===== config.mk =====
export PLATFORM = sky130hd
export DESIGN_NAME = muldiv_unit
export DESIGN_NICKNAME = d
export VERILOG_FILES = /design/src/rtl/muldiv_unit.sv
export SDC_FILE = /design/constraint.sdc
export NUM_CORES = 1
export LEC_CHECK = 0
export ABC_AREA = 1
export BUFFER_PORTS_ARGS = -buffer_cell sky130_fd_sc_hd__buf_2
export CAP_MARGIN = 0
export CORE_MARGIN = 3
export CORE_UTILIZATION = 49
export CTS_BUF_LIST = sky130_fd_sc_hd__clkbuf_4
export DETAILED_ROUTE_END_ITERATION = 16
export GPL_TIMING_DRIVEN = 1
export PLACE_DENSITY = 0.72
export SETUP_SLACK_MARGIN = 0.02
export SYNTH_ARGS = -nofsm -noshare
export SYNTH_HDL_FRONTEND = slang
export SYNTH_SLANG_ARGS = --single-unit
export TNS_END_PERCENT = 1

===== constraint.sdc =====
create_clock -name clk -period 3.6 [get_ports clk]
set_input_delay 0.36 -clock clk [delete_from_list [all_inputs] [get_ports clk]]
set_output_delay 0.36 -clock clk [all_outputs]
set_load 0.02 [all_outputs]

===== src/rtl/muldiv_unit.sv =====
// muldiv_unit: iterative unsigned multiply (shift-add) / divide (restoring)
// with architectural HI/LO registers and a busy/done handshake.
// One iteration per clock; WIDTH iterations per operation, then a FINISH
// cycle in which done pulses and HI/LO already hold the new result.
module muldiv_unit #(
   parameter int WIDTH = 16
) (
   input  logic             clk,
   input  logic             reset,
   input  logic             start,
   input  logic             op,
   input  logic [WIDTH-1:0] a,
   input  logic [WIDTH-1:0] b,
   input  logic             hi_we,
   input  logic             lo_we,
   input  logic [WIDTH-1:0] wdata,
   output logic             busy,
   output logic             done,
   output logic             div_by_zero,
   output logic [WIDTH-1:0] hi,
   output logic [WIDTH-1:0] lo
);

   localparam int CNT_W = (WIDTH > 1) ? $clog2(WIDTH) : 1;
   localparam logic [CNT_W-1:0] LAST_ITER = CNT_W'(WIDTH - 1);

   typedef enum logic [1:0] {
      IDLE   = 2'd0,
      RUN    = 2'd1,
      FINISH = 2'd2
   } state_t;

   state_t             state_q, state_d;
   logic [CNT_W-1:0]   cnt_q;
   logic               op_q;
   // Multiplicand for multiply, divisor for divide.
   logic [WIDTH-1:0]   opnd_q;
   // Multiply: {partial product, remaining multiplier bits}.
   // Divide:   {partial remainder, dividend bits / quotient bits}.
   logic [2*WIDTH-1:0] acc_q;
   logic [2*WIDTH-1:0] acc_step;
   logic [WIDTH-1:0]   hi_q, lo_q;
   logic               dbz_q;
   logic               last_iter;

   // One shift-add step: conditionally add the multiplicand into the upper
   // half (keeping the carry), then shift the whole accumulator right.
   function automatic logic [2*WIDTH-1:0] mul_step(input logic [2*WIDTH-1:0] acc,
                                                  input logic [WIDTH-1:0]   mcand);
      logic [WIDTH:0] sum;
      sum = {1'b0, acc[2*WIDTH-1:WIDTH]} + {1'b0, (acc[0] ? mcand : '0)};
      return {sum, acc[WIDTH-1:1]};
   endfunction

   // One restoring step: shift the next dividend MSB into the remainder,
   // compare against the divisor at WIDTH+1 bits, keep or restore.
   function automatic logic [2*WIDTH-1:0] div_step(input logic [2*WIDTH-1:0] acc,
                                                  input logic [WIDTH-1:0]   dvsr);
      logic [WIDTH:0]   shifted;
      logic [WIDTH-1:0] rem_new;
      shifted = acc[2*WIDTH-1:WIDTH-1];
      rem_new = WIDTH'(shifted - {1'b0, dvsr});
      if (shifted >= {1'b0, dvsr}) begin
         return {rem_new, acc[WIDTH-2:0], 1'b1};
      end
      return {shifted[WIDTH-1:0], acc[WIDTH-2:0], 1'b0};
   endfunction

   assign acc_step  = op_q ? div_step(acc_q, opnd_q) : mul_step(acc_q, opnd_q);
   assign last_iter = (state_q == RUN) && (cnt_q == LAST_ITER);

   // Next-state logic for the IDLE -> RUN -> FINISH sequence.
   always_comb begin
      state_d = state_q;
      case (state_q)
         IDLE:    if (start) state_d = RUN;
         RUN:     if (last_iter) state_d = FINISH;
         FINISH:  state_d = IDLE;
         default: state_d = IDLE;
      endcase
   end

   // State register; reset aborts any operation in flight.
   always_ff @(posedge clk or posedge reset) begin
      if (reset) begin
         state_q <= IDLE;
      end else begin
         state_q <= state_d;
      end
   end

   // Operand capture, iteration engine, HI/LO and divide-by-zero flag.
   always_ff @(posedge clk or posedge reset) begin
      if (reset) begin
         cnt_q  <= '0;
         op_q   <= 1'b0;
         opnd_q <= '0;
         acc_q  <= '0;
         hi_q   <= '0;
         lo_q   <= '0;
         dbz_q  <= 1'b0;
      end else begin
         case (state_q)
            IDLE: begin
               if (start) begin
                  // Start wins over a same-cycle move; the move is dropped.
                  cnt_q  <= '0;
                  op_q   <= op;
                  opnd_q <= op ? b : a;
                  acc_q  <= {{WIDTH{1'b0}}, (op ? a : b)};
               end else begin
                  if (hi_we) hi_q <= wdata;
                  if (lo_we) lo_q <= wdata;
               end
            end
            RUN: begin
               acc_q <= acc_step;
               cnt_q <= cnt_q + CNT_W'(1);
               // Publish on the final iteration so FINISH already shows it.
               if (last_iter) begin
                  hi_q  <= acc_step[2*WIDTH-1:WIDTH];
                  lo_q  <= acc_step[WIDTH-1:0];
                  dbz_q <= op_q && (opnd_q == '0);
               end
            end
            default: ;
         endcase
      end
   end

   assign busy        = (state_q == RUN);
   assign done        = (state_q == FINISH);
   assign div_by_zero = dbz_q;
   assign hi          = hi_q;
   assign lo          = lo_q;

endmodule


==> results.cfg <==
[critical_path]
worstPathCellList = nand2_1 -> inv_1 -> ha_1 -> a21oi_1 -> a21boi_0 -> nor2_1 -> nor2_1 -> nand2_1 -> nand2_1 -> nand3_1 -> nand2_1 -> nand2_1 -> a21oi_1
cp_num_buf_inv = 1
path_max_fanout = 18
cpMostUsedCell = nand2_1
end_kind = flop
crit_path_start_kind = flop
required_ns = 4.00
criticalPathCategory = reg -> reg
critPathTopFamily = simple AND/OR/NAND/NOR gates
cp_data_arrival_time_ns = 3.04
max_stage_delay_ns = 0.71
crit_slowest_cell = dfrtp_1

[synth]
synth_top_cell_by_area = dfrtp_1
synth_commonest_cells = nand2_1 (275), inv_1 (129), o21ai_0 (92)
ys_seq_area_share_pct = 33.0
syn_area_per_cell_sq_um = 6.90
yosysMostFrequentCell = nand2_1
synth_area_leaders = dfrtp_1 (33%), nand2_1 (15%), inv_1 (7.2%)
syn_area_sq_um = 6680
synth_top_flop_cell = dfrtp_1
syn_inst = 968
async_flop_share_pct = 100
ys_warn_count = 0
ys_ff_latch = 88
yosysUniqueCellTypes = 44
synth_nets = 1057
synth_top_area_share_pct = 33.0
synth_edf_count = 0

[clock_tree]
htree_num_levels = 3
cts_hold_buf = 1
cts.repair.resized = 0
clockRootBuffer = clkbuf_4
cts.sinks = 88
cts_setup_buffers = 0
clk_latency_ns = 0.45
cts_buffers = 9
cts_tree = built
cts_buffer_depth = 2
clkTransAtPathRegs_ns = 0.16

[die]
start_util_pct = 50.2
num_io_pins = 89
core-area_sq_um = 13300
dieArea_sq_um = 15100
die_width_microns = 123
num_rows = 42
die_y_microns = 123

[timing]
final-setup-viol-count = 0
skew_ns = 0.0198
tns_ns = 0
min_period_over_period_pct = 73.5
worst_pin_slew_ns = 1.02
max_freq_mhz = 378
post-route-min-period_ns = 2.65
rsz0062_at_grt = no
hold_violations = 0
relSlewSlack_pct = 31.6
slew_viol_final = 0
whs_ns = 0.180

[placed_design]
gp_congestion = 0.969
port_buffers = 88
dp_hpwl_mm = 16.6

[pwr]
p_sw_w = 0.00484
pwr-share-clk_pct = 7.9
p_int_w = 0.00371
leakagePower_nw = 3.94
p_comb_share_pct = 69.1
power_w = 0.00855
seq_power_share_pct = 23.0
power.density_nw_per_um2 = 1150
max-vdd-ir-drop_mv = 0.434
swShare_pct = 56.6

[global_route]
grt_max_degree = 52
grt_first_pass_wirelength_mm = 32.1
grt_pass1_vias = 5918
grt_use_total_pct = 27.9
grt_overflow = 0
antenna_found_initial = 0

[final_layout]
fin_util_pct = 55.7
antenna_cells = 0
fin_nets = 1128
filler_cell_count = 1294
layout-drive-gt1-share_pct = 16.5
syn2layout_area_growth_pct = 10.9

[detailed_routing]
wirelength_mm = 20.9
vias = 6648
routedWlPerCell_microns = 17.1
drtAntennaViolNets = 0
via_per_inst = 5.45
drc_errors = 0
drt-pass1-iter-count = 6
first_iter_violations = 743

[status]
status = completed

[hold_path]
hold_path_class = in -> reg

[job]
drv_cap = 0
[stage by stage]
| stage | std cells | worst slack (ns) | area (sq um) |
|---|---|---|---|
| 2_1_floorplan | 968 | 0.961 | 6680 |
| 3_5_place_dp | 1203 | 1.03 | 7220 |
| 6_report | 1220 | 0.952 | 7410 |
| 4_1_cts | 1220 | 0.993 | 7410 |
| 3_3_place_gp | 1203 | 1.03 | 7220 |
| 5_1_grt | 1220 | 0.698 | 7410 |
[worst reg2reg max path, delay by kind of cell (launching register included)]
kind | cells | cell delay [ns]
flops | 1 | 0.71
compound gates | 3 | 0.69
fa+ha+maj | 1 | 0.29
buf+inv | 1 | 0.08
simple gates | 8 | 0.81
[final cells by class]
cell class / instances / area, sq um / share of cell area, %
clock buffers: 9 / 67.6 / 0.912
clock inverters: 7 / 111 / 1.50
inverters: 137 / 515 / 6.96
multi-input cells: 706 / 3780 / 51.0
flip-flops and latches: 88 / 2200 / 29.7
well taps: 176 / 220 / 2.97
repair buffers: 97 / 510 / 6.89
[state kept, by name (all words and copies together) (netlist names)]
register / cells
cnt_q: 4
lo: 16
opnd_q: 16
div_by_zero: 1
op_q: 1
state_q: 2
hi: 16
acc_q: 32
[metal layers]
metal  global-route usage [%]  vias to the layer above  routed length, microns
li1                         -                     3297                       -
met1                     40.6                     3006                    9240
met2                     40.4                      300                    9110
met3                     5.07                       45                    1730
met4                     11.9                        0                     825
met5                        0                        -                       0
[kinds of logic after synthesis]
group	synth area share (%)
simple gates	30.3
flops	33.0
compound gates	18.4
xor+xnor	1.05
buf+inv	10.4
fa+ha+maj	6.78
[final timing paths]
kind | slack [ns] | end | start | cells past startpoint
worst max-delay path | 0.95 | hi[13]$_DFFE_PP0P_ | acc_q[0]$_DFFE_PP0P_ | 13
worst min-delay path | 0.18 | lo[0]$_DFFE_PP0P_ | wdata[0] | 3
worst max register to register | 0.95 | hi[13]$_DFFE_PP0P_ | acc_q[0]$_DFFE_PP0P_ | 13
worst min register to register | 0.53 | hi[5]$_DFFE_PP0P_ | hi[5]$_DFFE_PP0P_ | 2
max in group asynchronous | 2.39 | acc_q[26]$_DFFE_PP0P_ | reset | 4
min in group asynchronous | 0.41 | hi[13]$_DFFE_PP0P_ | reset | 3
[cell usage in the layout (no fill, tap or decap), drive strengths merged, types with 3 or more instances in the layout]
master and n:
a21o 4, a21oi 71, a31oi 18, buf 96
clkbuf 9, clkinv 3, dfrtp 88, ha 33
inv 139, nand2 285, nand3 65, nand3b 5
nand4 8, nor2 71, nor3 6, nor4 5
o211ai 18, o21ai 97, o21bai 3, xor2 7
[power groups by stage]
stage                     clock, W  sequential, W  combinational, W
after floorplan                  0        0.00197           0.00426
final                     0.000679        0.00196           0.00591
after CTS                 0.000690        0.00194           0.00584
after detailed placement         0        0.00196           0.00581
after global placement           0        0.00195           0.00580
after global routing      0.000732        0.00200           0.00658
No activity file was read; power rests on OpenSTA's default activity.
